## src/rtl/usb_tx_sequencer_if.sv

```systemverilog
// Signal bundle linking usb_tx_sequencer to the TX FIFO, the NRZI encoder and the protocol layer.
interface usb_tx_sequencer_if;
   logic       tx_start;
   logic [3:0] tx_pid;
   logic       tx_has_data;
   logic [7:0] tx_data;
   logic       tx_data_valid;
   logic       tx_data_last;
   logic       tx_data_ready;
   logic       serial_out;
   logic       new_bit;
   logic       initiate;
   logic       send_eop;
   logic       eop_done;
   logic       tx_busy;
   logic       tx_done;
   logic       tx_error;

   modport master (
      input  tx_start, tx_pid, tx_has_data, tx_data, tx_data_valid, tx_data_last, eop_done,
      output tx_data_ready, serial_out, new_bit, initiate, send_eop, tx_busy, tx_done, tx_error
   );

   modport slave (
      output tx_start, tx_pid, tx_has_data, tx_data, tx_data_valid, tx_data_last, eop_done,
      input  tx_data_ready, serial_out, new_bit, initiate, send_eop, tx_busy, tx_done, tx_error
   );
endinterface

```

## src/rtl/usb_tx_sequencer.sv

```systemverilog
// USB packet TX sequencer: bit-rate strobe, SYNC/PID/payload serialisation with bit stuffing, EOP handshake.
// Define TX_CRC16_EN to append the inverted CRC16 trailer to packets whose pid[1:0] is 2'b11.
module usb_tx_sequencer #(
   parameter int CLKS_PER_BIT = 8
) (
   input  logic               clk,
   input  logic               n_rst,
   usb_tx_sequencer_if.master bus
);

   localparam int TW = $clog2(CLKS_PER_BIT);
   localparam logic [TW-1:0] TMAX = TW'(CLKS_PER_BIT - 1);

   typedef enum logic [2:0] {IDLE, SYNC, PID, DATA, CRC, EOP_REQ, EOP_WAIT, DONE} state_t;

   state_t        state_q, state_d;
   logic [TW-1:0] timer_q, timer_d;
   logic [3:0]    bit_cnt_q, bit_cnt_d;
   logic [2:0]    ones_q, ones_d;
   logic [7:0]    shreg_q, shreg_d;
   logic          last_q, last_d;
   logic [3:0]    pid_q, pid_d;
   logic          has_data_q, has_data_d;
   logic          cur_bit_q, cur_bit_d;
   logic          fin_q, fin_d;
`ifdef TX_CRC16_EN
   logic [15:0]   crc_q, crc_d;
`endif

   logic       busy, new_bit, initiate, data_ready, underrun;
   logic       emit, bit_v, ended, crc_pkt;
   logic [7:0] pid_byte;

   assign pid_byte = {~pid_q, pid_q};

`ifdef TX_CRC16_EN
   assign crc_pkt = (pid_q[1:0] == 2'b11);

   function automatic logic [15:0] crc16_step(input logic [15:0] crc, input logic d);
      logic fb;
      fb = d ^ crc[15];
      return {crc[14:0], 1'b0} ^ (fb ? 16'h8005 : 16'h0000);
   endfunction
`else
   assign crc_pkt = 1'b0;
`endif

   // The state/bit_cnt pair always names the bit that the next strobe will carry.
   always_comb begin
      state_d    = state_q;
      timer_d    = timer_q;
      bit_cnt_d  = bit_cnt_q;
      ones_d     = ones_q;
      shreg_d    = shreg_q;
      last_d     = last_q;
      pid_d      = pid_q;
      has_data_d = has_data_q;
      cur_bit_d  = cur_bit_q;
      fin_d      = fin_q;
`ifdef TX_CRC16_EN
      crc_d      = crc_q;
`endif
      busy       = (state_q != IDLE) && (state_q != DONE);
      new_bit    = busy && (timer_q == TMAX);
      initiate   = 1'b0;
      data_ready = 1'b0;
      underrun   = 1'b0;
      emit       = 1'b0;
      bit_v      = 1'b0;
      ended      = 1'b0;

      if (busy) timer_d = new_bit ? '0 : timer_q + TW'(1);

      case (state_q)
         IDLE: begin
            if (bus.tx_start) begin
               initiate   = 1'b1;
               emit       = 1'b1;
               bit_v      = 1'b0;
               pid_d      = bus.tx_pid;
               has_data_d = bus.tx_has_data;
               bit_cnt_d  = 4'd1;
               ones_d     = 3'd0;
               fin_d      = 1'b0;
               timer_d    = '0;
`ifdef TX_CRC16_EN
               crc_d      = 16'hFFFF;
`endif
               state_d    = SYNC;
            end
         end

         SYNC, PID, DATA, CRC: begin
            if (new_bit) begin
               if (ones_q == 3'd6) begin
                  // Stuffed zero: field position is held, only the ones run restarts.
                  emit   = 1'b1;
                  bit_v  = 1'b0;
                  ones_d = 3'd0;
                  if (fin_q) state_d = EOP_REQ;
               end else begin
                  if (state_q == SYNC) begin
                     emit  = 1'b1;
                     bit_v = (bit_cnt_q == 4'd7);
                     if (bit_cnt_q == 4'd7) begin
                        bit_cnt_d = 4'd0;
                        state_d   = PID;
                     end else begin
                        bit_cnt_d = bit_cnt_q + 4'd1;
                     end
                  end else if (state_q == PID) begin
                     emit  = 1'b1;
                     bit_v = pid_byte[bit_cnt_q[2:0]];
                     if (bit_cnt_q == 4'd7) begin
                        bit_cnt_d = 4'd0;
                        if (has_data_q)   state_d = DATA;
                        else if (crc_pkt) state_d = CRC;
                        else              ended   = 1'b1;
                     end else begin
                        bit_cnt_d = bit_cnt_q + 4'd1;
                     end
                  end else if (state_q == DATA) begin
                     if (bit_cnt_q == 4'd0) begin
                        if (!bus.tx_data_valid) begin
                           underrun = 1'b1;
                           state_d  = EOP_REQ;
                        end else begin
                           data_ready = 1'b1;
                           emit       = 1'b1;
                           bit_v      = bus.tx_data[0];
                           shreg_d    = bus.tx_data;
                           last_d     = bus.tx_data_last;
                           bit_cnt_d  = 4'd1;
                        end
                     end else begin
                        emit  = 1'b1;
                        bit_v = shreg_q[bit_cnt_q[2:0]];
                        if (bit_cnt_q == 4'd7) begin
                           bit_cnt_d = 4'd0;
                           if (last_q) begin
                              if (crc_pkt) state_d = CRC;
                              else         ended   = 1'b1;
                           end
                        end else begin
                           bit_cnt_d = bit_cnt_q + 4'd1;
                        end
                     end
`ifdef TX_CRC16_EN
                     if (emit) crc_d = crc16_step(crc_q, bit_v);
`endif
                  end else begin
`ifdef TX_CRC16_EN
                     emit  = 1'b1;
                     bit_v = ~crc_q[15];
                     crc_d = {crc_q[14:0], 1'b0};
                     if (bit_cnt_q == 4'd15) ended = 1'b1;
                     else                    bit_cnt_d = bit_cnt_q + 4'd1;
`else
                     state_d = EOP_REQ;
`endif
                  end

                  if (emit) ones_d = bit_v ? ones_q + 3'd1 : 3'd0;
                  // A final bit that completes a run of six still owes its stuffed zero before EOP.
                  if (ended) begin
                     bit_cnt_d = 4'd0;
                     if (bit_v && (ones_q == 3'd5)) fin_d   = 1'b1;
                     else                           state_d = EOP_REQ;
                  end
               end
            end
         end

         EOP_REQ: state_d = EOP_WAIT;

         EOP_WAIT: begin
            if (new_bit) begin
               emit  = 1'b1;
               bit_v = 1'b1;
            end
            if (bus.eop_done) state_d = DONE;
         end

         DONE: begin
            state_d   = IDLE;
            cur_bit_d = 1'b0;
            timer_d   = '0;
            ones_d    = 3'd0;
            bit_cnt_d = 4'd0;
            fin_d     = 1'b0;
         end

         default: state_d = IDLE;
      endcase

      if (emit) cur_bit_d = bit_v;
   end

   always_ff @(posedge clk or negedge n_rst) begin
      if (!n_rst) begin
         state_q    <= IDLE;
         timer_q    <= '0;
         bit_cnt_q  <= 4'd0;
         ones_q     <= 3'd0;
         shreg_q    <= 8'd0;
         last_q     <= 1'b0;
         pid_q      <= 4'd0;
         has_data_q <= 1'b0;
         cur_bit_q  <= 1'b0;
         fin_q      <= 1'b0;
`ifdef TX_CRC16_EN
         crc_q      <= 16'd0;
`endif
      end else begin
         state_q    <= state_d;
         timer_q    <= timer_d;
         bit_cnt_q  <= bit_cnt_d;
         ones_q     <= ones_d;
         shreg_q    <= shreg_d;
         last_q     <= last_d;
         pid_q      <= pid_d;
         has_data_q <= has_data_d;
         cur_bit_q  <= cur_bit_d;
         fin_q      <= fin_d;
`ifdef TX_CRC16_EN
         crc_q      <= crc_d;
`endif
      end
   end

   assign bus.serial_out    = emit ? bit_v : cur_bit_q;
   assign bus.new_bit       = new_bit;
   assign bus.initiate      = initiate;
   assign bus.send_eop      = (state_q == EOP_REQ);
   assign bus.tx_busy       = busy;
   assign bus.tx_done       = (state_q == DONE);
   assign bus.tx_error      = underrun;
   assign bus.tx_data_ready = data_ready;

endmodule

```

## src/flat_wrapper.sv

```systemverilog
// flat-port wrapper written by rule: the top's interface ports become plain ports
module usb_tx_sequencer_flat 
#(
   parameter int CLKS_PER_BIT = 8
)
  (clk, n_rst, bus_tx_start, bus_tx_pid, bus_tx_has_data, bus_tx_data, bus_tx_data_valid, bus_tx_data_last, bus_eop_done, bus_tx_data_ready, bus_serial_out, bus_new_bit, bus_initiate, bus_send_eop, bus_tx_busy, bus_tx_done, bus_tx_error);
  usb_tx_sequencer_if bus_i ();
  input  logic clk;
  input  logic n_rst;
  input wire logic [$bits(bus_i.tx_start)-1:0] bus_tx_start;
  input wire logic [$bits(bus_i.tx_pid)-1:0] bus_tx_pid;
  input wire logic [$bits(bus_i.tx_has_data)-1:0] bus_tx_has_data;
  input wire logic [$bits(bus_i.tx_data)-1:0] bus_tx_data;
  input wire logic [$bits(bus_i.tx_data_valid)-1:0] bus_tx_data_valid;
  input wire logic [$bits(bus_i.tx_data_last)-1:0] bus_tx_data_last;
  input wire logic [$bits(bus_i.eop_done)-1:0] bus_eop_done;
  output wire logic [$bits(bus_i.tx_data_ready)-1:0] bus_tx_data_ready;
  output wire logic [$bits(bus_i.serial_out)-1:0] bus_serial_out;
  output wire logic [$bits(bus_i.new_bit)-1:0] bus_new_bit;
  output wire logic [$bits(bus_i.initiate)-1:0] bus_initiate;
  output wire logic [$bits(bus_i.send_eop)-1:0] bus_send_eop;
  output wire logic [$bits(bus_i.tx_busy)-1:0] bus_tx_busy;
  output wire logic [$bits(bus_i.tx_done)-1:0] bus_tx_done;
  output wire logic [$bits(bus_i.tx_error)-1:0] bus_tx_error;
  assign bus_i.tx_start = bus_tx_start;
  assign bus_i.tx_pid = bus_tx_pid;
  assign bus_i.tx_has_data = bus_tx_has_data;
  assign bus_i.tx_data = bus_tx_data;
  assign bus_i.tx_data_valid = bus_tx_data_valid;
  assign bus_i.tx_data_last = bus_tx_data_last;
  assign bus_i.eop_done = bus_eop_done;
  assign bus_tx_data_ready = bus_i.tx_data_ready;
  assign bus_serial_out = bus_i.serial_out;
  assign bus_new_bit = bus_i.new_bit;
  assign bus_initiate = bus_i.initiate;
  assign bus_send_eop = bus_i.send_eop;
  assign bus_tx_busy = bus_i.tx_busy;
  assign bus_tx_done = bus_i.tx_done;
  assign bus_tx_error = bus_i.tx_error;
  usb_tx_sequencer #(.CLKS_PER_BIT(CLKS_PER_BIT)) u_core (.clk(clk), .n_rst(n_rst), .bus(bus_i));
endmodule
```

## config.mk

```make
export PLATFORM = sky130hd
export DESIGN_NAME = usb_tx_sequencer_flat
export DESIGN_NICKNAME = d
export VERILOG_FILES = /design/src/rtl/usb_tx_sequencer_if.sv /design/src/rtl/usb_tx_sequencer.sv /design/src/flat_wrapper.sv
export SDC_FILE = /design/constraint.sdc
export NUM_CORES = 1
export LEC_CHECK = 0
export BUFFER_PORTS_ARGS = -buffer_cell sky130_fd_sc_hd__buf_2
export CAP_MARGIN = 20
export CORE_MARGIN = 3
export CORE_UTILIZATION = 56
export DETAILED_ROUTE_END_ITERATION = 8
export PLACE_DENSITY = 0.84
export SYNTH_ARGS = -nofsm -noshare
export SYNTH_HDL_FRONTEND = slang
export SYNTH_SLANG_ARGS = --single-unit
```

## constraint.sdc

```tcl
create_clock -name clk -period 6.8 [get_ports clk]
set_clock_uncertainty 0.1 [all_clocks]
set_input_delay 1.36 -clock clk [delete_from_list [all_inputs] [get_ports clk]]
set_output_delay 1.36 -clock clk [all_outputs]
set_load 0.05 [all_outputs]
```

==> summary.txt, run 1 <==
Placement
  – Gp weighted congestion: 0.8889
  – Placed cell area: about 0.0021 sq mm
  – Placed Instances: 255
  – Port buffer count: 26
  – Hpwl dp: between 3000 and 4000 um

Finish
  – Reg area: 725.7 sq um
  – ANT cells: 0
  – Multi-input gate area: approximately 0.0011 sq mm
  – Area delta synth->final: 10.03%
  – Most common cell after layout, fill and taps aside: dfrtp_1
  – Leading cell types in the layout, fill and taps excluded: 29 x dfrtp_1, 26 x buf_2, 15 x nor2_1, 15 x nand2_1, 12 x a21oi_1
  – Filler cell count in the final layout: 277
  – Post-Layout Inst Area: 0.002155 sq mm
  – Fraction of layout cells with a size suffix above 1: between 20% and 30%
  – Final non-filler cell total: ~260
  – Final Net Count: 244

Global route
  – GRT Max-Usage Layer: met2
  – Largest net degree at the start of global routing: 30
  – GR Util met1: 26.42%
  – First-pass GRT wire length: about 7300 um
  – Vias in the first global route: around 1,600
  – Total GRT Usage: between 20 and 25%
  – Gr ovfl total: 0
  – Met3 Use GR: a little over 5%
  – M2 GR Usage: between 30% and 40%
  – Initial antenna violation count: 0

Yosys
  – Main area contributors after synthesis: dfrtp_1 37%, mux2_1 5.2%, ha_1 4.5%, mux2_2 4.0%, a21oi_1 3.1%
  – Synthesized cell area: 0.001958 sq mm
  – Sequential fraction of the synthesis area: about 37%
  – Post-synth EDFFs: 0
  – Flops & latches, synth: 29
  – Post-Syn Instances: just under 200
  – Simple-gate portion of the synthesized area: around 17%
  – Post-synth top area cell: dfrtp_1
  – Largest family of logic cells by synthesized area: compound AO/OA/AOI/OAI gates
  – Adder-cell area share of the yosys netlist: 4.473%
  – Yosys top cell area share: approximately 37%
  – Async SR Flop Fraction: between 90% and 100%
  – Mux contribution to synthesized area: between 10% and 20%
  – Yosys warns: 0
  – Post-synth net total: 223
  – Xor and xnor area share after synthesis: 1.725%
  – Post-synthesis compound-gate area fraction: 22.43%
  – Synth unique cells: 55
  – Syn Area/Cell: 9.940 sq um
  – Top_reg_cell synth: dfrtp_1

Die
  – Die height: 65.13 um
  – IO Pins: 27
  – Horiz. Die Dim: ~65 um
  – # rows: 20
  – Die area: approximately 0.0042 sq mm
  – Total core area: between 0.003 and 0.004 sq mm
  – Starting Density: 61.13%

Power
  – Power per cell area: 457.8 mW/mm^2
  – Maximum vdd ir drop: approximately 0.28 mV
  – Pleak: between 1 and 1.5 nW

Critical path
  – Crit. End Element: output pin
  – R2R Path Start: u_core.state_q[2]$_DFFE_PN0P_
  – Critical Path AT: about 2.8 ns
  – CP Data Required Time: ~5.3 ns
  – R2r setup slk: 4.25 ns
  – Reg2Reg Capture Point: u_core.shreg_q[5]$_DFFE_PN0P_
  – Critical path type: flip-flop to output pin
  – Worst-path fanout max: 10
  – Reg2reg path depth: 5
  – Worst setup SP type: flip-flop

Clocking
  – Maximum root-to-sink buffer count: 2
  – CTS Hold Bufs: 0
  – Clk_lat worst skew: roughly 0.35 ns
  – TritonCTS clock tree: yes
  – Root Buffer: clkbuf_4
  – Postcts setup bufs: 0
  – Clk sinks: 29
  – # resized after CTS: 0
  – Clock slew at reported path FFs: around 0.10 ns
  – Num CTS Buffers: 5
  – H-tree depth: 2

Min path
  – Hold Crit Endpoint: u_core.shreg_q[6]$_DFFE_PN0P_
  – Hold Path Depth: 1
  – Hold_sp: u_core.shreg_q[6]$_DFFE_PN0P_
  – Worst Hold Class: flip-flop to flip-flop

Route
  – Antenna Nets Post-Route: 0
  – Post-Route WL: 4296 um
  – Vias: 1,597
  – Starting DRT DRC Count: 90
  – Router iterations before antenna repair: 4
  – Vias per cell: approximately 6
  – DRC: 0
  – Routed len/inst: around 16 um

Timing
  – Final hold violation count: 0
  – Final Cycle Share: between 60% and 70%
  – # setup viols final: 0
  – Final min period: around 4.3 ns
  – Relative slew margins: between 40% and 50%
  – F_max: ~230 MHz
  – Setup TNS: 0 ns
  – Unrepaired setup endpoints after global routing: false
  – Tightest Pin Transition: between 0.8 and 0.9 ns
  – Max-slew violation count: 0

Outcome
  – Status: finished clean

Job
  – Maxcap violations: 0
## per-stage QoR
stage / setup WS [ns] / utilization, % / hold WS [ns] / power [mW]
floorplan: 2.425 / - / 0.3585 / 0.7429
global placement: 2.683 / 64.65 / 0.3714 / 0.8109
detailed placement: 2.646 / 64.65 / 0.3815 / 0.8319
CTS: 2.514 / 67.27 / 0.4041 / 0.9854
global route: 2.294 / 67.27 / 0.4207 / 1.058
finish: 2.520 / 67.27 / 0.3995 / 0.9864
## layer usage
metal	share of wire, %	up-vias
met2	49	43
met1	42	776
met5	0	-
met4	3.4	0
li1	-	761
met3	4.6	17
## worst max-delay path: stages, from the launching register on
cell	delay (ns)
dfrtp_1	0.54
inv_1	0.12
ha_1	0.17
or3b_1	0.49
o22ai_4	0.23
o311ai_4	0.13
a211oi_4	0.35
nor2_1	0.09
nor2_1	0.10
buf_2	0.27
## logic make-up (layout without fill, tap and decap cells)
logic type / Yosys count / count (layout)
and+or+nand+nor: 62 / 62
AOI/OAI and AO/OA: 56 / 56
DFF: 29 / 29
muxes: 20 / 20
buffers and inverters: 20 / 42
adders and majority gates: 7 / 7
xor gates and xnor gates: 3 / 3
## final cells by class
class / count / share of cell area (%)
clock buffer: 5 / 1.742
clock inverter: 3 / 2.149
inverter: 8 / 1.394
multi-input combinational: 148 / 52.44
sequential: 29 / 33.68
tap: 44 / 2.555
timing repair buffer: 26 / 6.039
## sequential cells by signal, summed over array words and instances, names as in the netlist
register           flops
u_core.shreg_q         8
u_core.last_q          1
u_core.fin_q           1
u_core.timer_q         3
u_core.bit_cnt_q       4
u_core.pid_q           4
u_core.has_data_q      1
u_core.cur_bit_q       1
u_core.ones_q          3
u_core.state_q         3
## report_power, final
group / internal [mW] / switching, mW
Sequential: 0.233 / 0.102
Combinational: 0.208 / 0.296
Clock: 0.0778 / 0.0702
Total: 0.519 / 0.467
## cell usage after synthesis (2+ instances only)
library cell,instances
o31ai_1,4
dfrtp_1,29
a22o_1,2
o21ai_0,5
nor3b_1,2
mux2_2,7
nand2_1,15
and3b_1,3
nand4_1,2
buf_2,4
nor4_1,2
nor2b_1,3
o21ai_1,3
mux2i_1,2
mux4_2,2
ha_1,7
clkbuf_1,5
nor3_1,6
a21o_1,2
or2_1,2
buf_6,3
mux2_1,9
nor2_1,15
inv_1,8
o21a_1,4
and2_1,2
nand2b_1,5
a21oi_1,12
a31oi_1,5
and3_1,2
## how the worst max path moves through the flow
stage / from / to
after global routing: u_core.bit_cnt_q[0]$_DFFE_PN0P_ / bus_serial_out
after global placement: bus_tx_data_valid / bus_serial_out
final: u_core.bit_cnt_q[0]$_DFFE_PN0P_ / bus_serial_out
after detailed placement: bus_tx_data_valid / bus_serial_out
after CTS: u_core.bit_cnt_q[0]$_DFFE_PN0P_ / bus_serial_out
after floorplan: bus_tx_data_valid / bus_tx_error
(Power assumes the default switching activity.)
==> run 2, diff against run 1 <==
--- a/config.mk
+++ b/config.mk
@@ -8,9 +8,9 @@
 export BUFFER_PORTS_ARGS = -buffer_cell sky130_fd_sc_hd__buf_2
 export CAP_MARGIN = 20
 export CORE_MARGIN = 3
-export CORE_UTILIZATION = 56
+export CORE_UTILIZATION = 52
 export DETAILED_ROUTE_END_ITERATION = 8
-export PLACE_DENSITY = 0.84
+export PLACE_DENSITY = 0.82
 export SYNTH_ARGS = -nofsm -noshare
 export SYNTH_HDL_FRONTEND = slang
 export SYNTH_SLANG_ARGS = --single-unit
==> constraint.sdc (replaced) <==
create_clock -name clk -period 3.8 [get_ports clk]
set_clock_uncertainty 0.1 [all_clocks]
set_input_delay 0.76 -clock clk [delete_from_list [all_inputs] [get_ports clk]]
set_output_delay 0.76 -clock clk [all_outputs]
set_load 0.05 [all_outputs]
==> summary.txt, run 2 (same netlist as run 1, synthesis figures left out) <==
Critical path
  – Slowest cell on the critical path: dfrtp_1 (unchanged)
  – Reg2reg path depth: 8 (was 5)
  – CP Data Required Time: 2.94 ns (was 5.34 ns)
  – Critical Path AT: 2.71 ns (was 2.82 ns)
  – Worst setup SP type: flip-flop (unchanged)
  – WP buf/inv: 2 (unchanged)
  – Delay-heaviest family, CP: compound AO/OA/AOI/OAI gates (unchanged)
  – Critical path type: flip-flop to output pin (unchanged)
  – Critical path depth: 9 (unchanged)
  – Crit. End Element: output pin (unchanged)
  – Worst path cell trace: inv_1, ha_1, or3b_1, o22ai_4, o311ai_4, a211oi_4, nor2_1, nor2_1, buf_2 (unchanged)
  – Cell mode on critical path: nor2_1 (unchanged)
  – Worst-path fanout max: 10 (unchanged)
  – Max stage delay on crit path: 0.51 ns (was 0.54 ns)

Placement
  – Gp weighted congestion: 0.8894 (was 0.8889)
  – Port buffer count: 26 (unchanged)
  – Placed Instances: 259 (was 255)
  – Hpwl dp: 3216 um (was 3127 um)

Timing
  – Unrepaired setup endpoints after global routing: false (unchanged)
  – F_max: 280.5 MHz
  – Relative slew margins: 58.61% (was 43.83%)
  – Final hold violation count: 0 (unchanged)
  – Setup TNS: 0 ns (unchanged)
  – Final min period: roughly 3.6 ns
  – Final Cycle Share: a little over nine tenths
  – # setup viols final: 0 (unchanged)
  – Tightest Pin Transition: 0.6208 ns (was 0.8425 ns)
  – Max-slew violation count: 0 (unchanged)

Global route
  – Largest net degree at the start of global routing: 30 (unchanged)
  – First-pass GRT wire length: 7155 um (was 7320 um)
  – Gr ovfl total: 0 (unchanged)
  – Vias in the first global route: 1,541 (was 1,623)
  – Total GRT Usage: 21.03% (was 22.59%)
  – Initial antenna violation count: 0 (unchanged)

Finish
  – ANT cells: 0 (unchanged)
  – Area delta synth->final: 12.78% (was 10.03%)
  – Leading cell types in the layout, fill and taps excluded: 29 x dfrtp_1, 26 x buf_2, 15 x nor2_1, 15 x nand2_1, 12 x a21oi_1 (unchanged)
  – Top Registers: u_core.shreg_q: 8 flops, u_core.bit_cnt_q: 4 flops, u_core.pid_q: 4 flops (unchanged)
  – Final Net Count: 246 (was 244)
  – Register bank with the most flops: u_core.shreg_q (unchanged)
  – Most common cell after layout, fill and taps aside: dfrtp_1 (unchanged)
  – Fraction of layout cells with a size suffix above 1: 25.34% (was 24.20%)
  – Final non-filler cell total: 267 (was 263)
  – Largest register FFs: 8 (unchanged)

Route
  – Post-Route WL: 4248 um (was 4296 um)
  – Vias per cell: 6.071 (was 6.072)
  – Antenna Nets Post-Route: 0 (unchanged)
  – Starting DRT DRC Count: 100 (was 90)
  – Router iterations before antenna repair: 4 (unchanged)
  – Vias: 1,621 (was 1,597)
  – DRC: 0 (unchanged)
  – Routed len/inst: 15.91 um (was 16.33 um)

Power
  – Maximum vdd ir drop: 0.4565 mV (was 0.2751 mV)
  – Switching share of power: 45.51% (was 47.38%)
  – Tot Pwr: 1.838 mW (was 0.9864 mW)
  – Pint: 1.001 mW (was 0.5191 mW)
  – Clock share of power: 17.5% (was 15.0%)
  – Sw power: 0.8363 mW (was 0.4673 mW)
  – Comb pwr share: 51.1% (was 51.0%)
  – Power per cell area: 832.1 mW/mm^2 (was 457.8 mW/mm^2)
  – Pleak: 1.032 nW (was 1.007 nW)
  – Reg power frac: 31.3% (was 34.0%)

Clocking
  – H-tree depth: 2 (unchanged)
  – Maximum root-to-sink buffer count: 2 (unchanged)
  – Clock slew at reported path FFs: 0.07 ns (was 0.10 ns)
  – TritonCTS clock tree: yes (unchanged)
  – Postcts setup bufs: 0 (unchanged)
  – Num CTS Buffers: 5 (unchanged)
  – Clk_lat worst skew: 0.28 ns (was 0.35 ns)
  – Root Buffer: clkbuf_8 (was clkbuf_4)
  – Clk sinks: 29 (unchanged)

Die
  – Die area: 0.004538 sq mm (was 0.004242 sq mm)
  – Horiz. Die Dim: 67.37 um (was 65.13 um)
  – Die height: 67.37 um (was 65.13 um)
  – Starting Density: 56.46% (was 61.13%)
  – Total core area: 0.003468 sq mm (was 0.003203 sq mm)
  – # rows: 21 (was 20)
  – IO Pins: 27 (unchanged)

Outcome
  – Status: finished clean (unchanged)

Job
  – Maxcap violations: 0 (unchanged)

Min path
  – Worst Hold Class: input port to asynchronous set/reset pin (was flip-flop to flip-flop)
==> run 2: cell count changes in the layout (fill, tap and decap cells not counted), sizes merged <==
cell	previous run	this run
buf	26	28
==> run 2: layer usage <==
metal / share of wire, % / wire length [um] / GRT usage [%]
met5: 0 / 0 / 0
met2: 48 / 2026 / 33.37
met3: 6.6 / 280 / 4.825
met4: 2.3 / 97 / 8.354
met1: 43 / 1844 / 27.78
==> run 2: power groups by stage <==
stage	clock [mW]	sequential [mW]	combinational, mW
6_report	0.322	0.576	0.939
5_1_grt	0.341	0.591	1.03
4_1_cts	0.329	0.572	0.930
3_5_place_dp	0	0.577	0.921
3_3_place_gp	0	0.570	0.904
2_1_floorplan	0	0.481	0.848
==> run 2: timing repair <==
| item | in CTS | in global routing |
|---|---|---|
| gates resized for setup | 0 | 1 |
| hold buffers | 0 | 0 |
| setup endpoints to repair | 0 | 1 |
==> run 2: area by class of cell <==
class	instances	area [sq um]
clock buffer	5	68.82
clock inverter	3	46.29
tap	46	57.56
timing repair buffer	28	145.1
inverter	8	30.03
sequential	29	725.7
multi-input combinational	148	1135
fill	284	1260
==> run 2: path summary, 6_finish.rpt <==
kind | startpoint | end | slack, ns
max | u_core.bit_cnt_q[0]$_DFFE_PN0P_ | bus_serial_out | 0.23
min | n_rst | u_core.shreg_q[5]$_DFFE_PN0P_ | 0.39
max reg2reg | u_core.bit_cnt_q[0]$_DFFE_PN0P_ | u_core.ones_q[2]$_DFFE_PN0P_ | 1.35
min reg2reg | u_core.shreg_q[6]$_DFFE_PN0P_ | u_core.shreg_q[6]$_DFFE_PN0P_ | 0.40
max in group asynchronous | n_rst | u_core.fin_q$_DFFE_PN0P_ | 2.81
min in group clk | u_core.shreg_q[6]$_DFFE_PN0P_ | u_core.shreg_q[6]$_DFFE_PN0P_ | 0.40
==> run 2: metrics by stage <==
stage / cell area [sq um] / setup slack [ns] / util, % / hold WS, ns
finish: 2208 / 0.2349 / 63.67 / 0.3876
global route: 2208 / 0.03345 / 63.67 / 0.4072
CTS: 2203 / 0.2276 / 63.53 / 0.3979
detailed placement: 2088 / 0.5344 / 60.21 / 0.3825
global placement: 2088 / 0.6270 / 60.21 / 0.3755
floorplan: 1958 / 0.1803 / - / 0.3585
==> run 2: worst reg2reg max path, stage by stage, from the launching register on <==
cell and delay (ns):
dfrtp_1 0.51, inv_1 0.11, ha_1 0.16, or3b_1 0.49, o22ai_4 0.24, o311ai_4 0.13
a211oi_4 0.35, nand2b_1 0.10, a41oi_2 0.18
==> run 3, diff against run 2 <==
--- a/config.mk
+++ b/config.mk
@@ -5,12 +5,15 @@
 export SDC_FILE = /design/constraint.sdc
 export NUM_CORES = 1
 export LEC_CHECK = 0
+export ABC_AREA = 1
 export BUFFER_PORTS_ARGS = -buffer_cell sky130_fd_sc_hd__buf_2
 export CAP_MARGIN = 20
 export CORE_MARGIN = 3
-export CORE_UTILIZATION = 52
+export CORE_UTILIZATION = 51
 export DETAILED_ROUTE_END_ITERATION = 8
-export PLACE_DENSITY = 0.82
+export PLACE_DENSITY = 0.81
+export RECOVER_POWER = 50
 export SYNTH_ARGS = -nofsm -noshare
 export SYNTH_HDL_FRONTEND = slang
 export SYNTH_SLANG_ARGS = --single-unit
+export TNS_END_PERCENT = 5
==> summary.txt, run 3 <==
Outcome
  – Status: complete, but fails checks (was finished clean)
  – Failing checks: max-capacitance violations

Clocking
  – Clock slew at reported path FFs: 0.08 ns (was 0.07 ns)
  – TritonCTS clock tree: yes (unchanged)
  – # resized after CTS: 0 (unchanged)
  – Root Buffer: clkbuf_4 (was clkbuf_8)
  – Clk_lat worst skew: 0.33 ns (was 0.28 ns)
  – CTS Hold Bufs: 0 (unchanged)
  – Num CTS Buffers: 5 (unchanged)
  – H-tree depth: 2 (unchanged)
  – Maximum root-to-sink buffer count: 2 (unchanged)
  – Clk sinks: 29 (unchanged)
  – Postcts setup bufs: 0 (unchanged)

Global route
  – Largest net degree at the start of global routing: 30 (unchanged)
  – Vias in the first global route: 1,490 (was 1,541)
  – Gr ovfl total: 0 (unchanged)
  – Total GRT Usage: 20.01% (was 21.03%)
  – First-pass GRT wire length: 6624 um (was 7155 um)
  – Initial antenna violation count: 0 (unchanged)

Critical path
  – Reg2reg path depth: 10 (was 8)
  – CP Data Required Time: 2.94 ns (about the same)
  – Crit. End Element: output pin (unchanged)
  – Reg2Reg Capture Point: u_core.cur_bit_q$_DFFE_PN0P_ (was u_core.ones_q[2]$_DFFE_PN0P_)
  – End point of the critical path: bus_serial_out (unchanged)
  – Critical Path AT: 2.57 ns (was 2.71 ns)
  – R2R Path Start: u_core.bit_cnt_q[0]$_DFFE_PN0P_ (unchanged)
  – Critical path type: flip-flop to output pin (unchanged)
  – Worst setup SP type: flip-flop (unchanged)
  – CP startpoint: u_core.bit_cnt_q[0]$_DFFE_PN0P_ (unchanged)
  – R2r setup slk: 1.55 ns (was 1.35 ns)
  – Worst-path fanout max: 9 (was 10)

Timing
  – Max-slew violation count: 0 (unchanged)
  – # setup viols final: 0 (unchanged)
  – Setup TNS: 0 ns (unchanged)
  – Tightest Pin Transition: 1.488 ns (was 0.6208 ns)
  – Final Cycle Share: 90.17% (was 93.82%)
  – F_max: 291.8 MHz (was 280.5 MHz)
  – Final hold violation count: 0 (unchanged)
  – Unrepaired setup endpoints after global routing: false (unchanged)
  – Final min period: 3.427 ns (was 3.565 ns)
  – Relative slew margins: 0.8111% (was 58.61%)

Yosys
  – Yosys top cell area share: 39.11% (was 37.06%)
  – Sequential fraction of the synthesis area: 39.11% (was 37.06%)
  – Main area contributors after synthesis: dfrtp_1 39%, nand2_1 13%, inv_1 6.5%, nand3_1 6.2%, mux2i_1 4.9% (was dfrtp_1 37%, mux2_1 5.2%, ha_1 4.5%, mux2_2 4.0%, a21oi_1 3.1%)
  – Post-synth net total: 258 (was 223)
  – Syn Area/Cell: 7.998 sq um (was 9.940 sq um)
  – Post-synth top cells: 63 x nand2_1, 32 x inv_1, 29 x dfrtp_1, 23 x nand3_1, 15 x nor2_1 (was 29 x dfrtp_1, 15 x nand2_1, 15 x nor2_1, 12 x a21oi_1, 9 x mux2_1)
  – Yosys warns: 0 (unchanged)
  – Synthesized cell area: 0.001856 sq mm (was 0.001958 sq mm)
  – Synth unique cells: 30 (was 55)
  – Post-synth EDFFs: 0 (unchanged)
  – Post-synth top area cell: dfrtp_1 (unchanged)
  – Flops & latches, synth: 29 (unchanged)
  – Post-Syn Instances: 232 (was 197)
  – Async SR Flop Fraction: 100.0% (unchanged)
  – Count leader, synth: nand2_1 (was dfrtp_1)
  – Top_reg_cell synth: dfrtp_1 (unchanged)

Die
  – Starting Density: 54.32% (was 56.46%)
  – Die height: 66.32 um (was 67.37 um)
  – Total core area: 0.003416 sq mm (was 0.003468 sq mm)
  – IO Pins: 27 (unchanged)
  – # rows: 21 (unchanged)
  – Die area: 0.004398 sq mm (was 0.004538 sq mm)
  – Horiz. Die Dim: 66.32 um (was 67.37 um)

Placement
  – Port buffer count: 26 (unchanged)
  – Gp weighted congestion: 0.9663 (was 0.8894)
  – Placed Instances: 303 (was 259)
  – Hpwl dp: 3002 um (was 3216 um)

Finish
  – Leading cell types in the layout, fill and taps excluded: 63 x nand2_1, 32 x inv_1, 29 x dfrtp_1, 25 x buf_2, 23 x nand3_1 (was 29 x dfrtp_1, 26 x buf_2, 15 x nor2_1, 15 x nand2_1, 12 x a21oi_1)
  – Final core occ: 61.98% (was 63.67%)
  – Most common cell after layout, fill and taps aside: nand2_1 (was dfrtp_1)
  – Fraction of layout cells with a size suffix above 1: 19.62% (was 25.34%)
  – Final Net Count: 290 (was 246)
  – Area delta synth->final: 14.09% (was 12.78%)
  – Final non-filler cell total: 311 (was 267)
  – Register bank with the most flops: u_core.shreg_q (unchanged)
  – Largest register FFs: 8 (unchanged)
  – Top Registers: u_core.shreg_q: 8 flops, u_core.bit_cnt_q: 4 flops, u_core.pid_q: 4 flops (unchanged)
  – ANT cells: 0 (unchanged)

Power
  – Power per cell area: 285.8 mW/mm^2 (was 832.1 mW/mm^2)
  – Maximum vdd ir drop: 0.2462 mV (was 0.4565 mV)
  – Pleak: 1.129 nW (was 1.032 nW)
  – Tot Pwr: 0.6051 mW (was 1.838 mW)

Route
  – Router iterations before antenna repair: 4 (unchanged)
  – Vias per cell: 5.122 (was 6.071)
  – Post-Route WL: 3820 um (was 4248 um)
  – Starting DRT DRC Count: 110 (was 100)
  – Antenna Nets Post-Route: 0 (unchanged)
  – Vias: 1,593 (was 1,621)
  – Routed len/inst: 12.28 um (was 15.91 um)
  – DRC: 0 (unchanged)

Job
  – Maxcap violations: 1 (was 0)

Min path
  – Worst Hold Class: flip-flop to flip-flop (was input port to asynchronous set/reset pin)
==> run 3: cell types whose count changed in the layout (fill, tap and decap cells not counted), sizes merged, moves of 4 or more <==
| cell | previous run | this run |
|---|---|---|
| nand3 | 0 | 23 |
| inv | 8 | 36 |
| nand2b | 5 | 0 |
| mux2i | 2 | 9 |
| nor2 | 16 | 25 |
| a31oi | 5 | 1 |
| a21oi | 13 | 6 |
| mux2 | 16 | 0 |
| nand2 | 15 | 63 |
==> run 3: per-layer routing <==
metal	GRT usage (%)	up-vias	part of all wire [%]
met4	7.107	0	1.6
met5	0	-	0
met2	30.61	37	46
li1	-	817	-
met3	5.612	8	5.2
met1	26.93	731	47
==> run 3: cells by family after synthesis <==
family | count (synthesis) | share of synthesized area [%]
multiplexers | 9 | 4.855
adder cells (fa/ha/maj) | 7 | 4.720
XOR/XNOR | 2 | 0.9442
AO/OA/AOI/OAI | 26 | 11.19
AND/OR/NAND/NOR | 121 | 31.42
flip-flops | 29 | 39.11
buffers and inverters | 38 | 7.755
==> run 3: cell type report <==
cell class	count	area (sq um)
fill	304	1299
clock inverter	1	30.03
multi-input combinational	165	980.9
clock buffer	7	55.05
inverter	37	138.9
sequential	29	725.7
timing repair buffer	26	128.9
tap	46	57.56
==> run 3: worst min path at each step <==
stage	from	to	slack [ns]	cells after the start
floorplan	u_core.pid_q[0]$_DFFE_PN0P_	u_core.pid_q[0]$_DFFE_PN0P_	0.35	2
CTS	n_rst	u_core.bit_cnt_q[3]$_DFFE_PN0P_	0.35	1
detailed placement	u_core.shreg_q[0]$_DFFE_PN0P_	u_core.shreg_q[0]$_DFFE_PN0P_	0.37	2
finish	u_core.shreg_q[1]$_DFFE_PN0P_	u_core.shreg_q[1]$_DFFE_PN0P_	0.39	2
global placement	u_core.shreg_q[0]$_DFFE_PN0P_	u_core.shreg_q[0]$_DFFE_PN0P_	0.37	2
global route	u_core.shreg_q[1]$_DFFE_PN0P_	u_core.shreg_q[1]$_DFFE_PN0P_	0.41	2
==> run 3: metrics by stage <==
| step | worst slack, ns | hold slack (ns) | cell area (sq um) |
|---|---|---|---|
| after floorplan | 0.5492 | 0.3492 | 1856 |
| after global placement | 0.8503 | 0.3729 | 2038 |
| after detailed placement | 0.7508 | 0.3714 | 2038 |
| after global routing | 0.1861 | 0.4137 | 2117 |
| final | 0.3735 | 0.3901 | 2117 |
| after CTS | 0.3808 | 0.3543 | 2123 |
==> run 3: report_power, final <==
group | internal (mW) | switching [mW] | total, mW
clock network | 0.157 | 0.108 | 0.265
registers | 0.313 | 0.00312 | 0.316
logic | 0.00986 | 0.0136 | 0.0235
==> run 3: critical path: stages (launching register included) <==
cell and delay, ns:
dfrtp_1 0.49, inv_2 0.18, ha_1 0.19, nand2_1 0.06, nor2_1 0.28, nand4_1 0.17
nand2_1 0.16, nand2_1 0.10, a21oi_1 0.16, nand3_1 0.11, nand3_1 0.10, buf_2 0.26
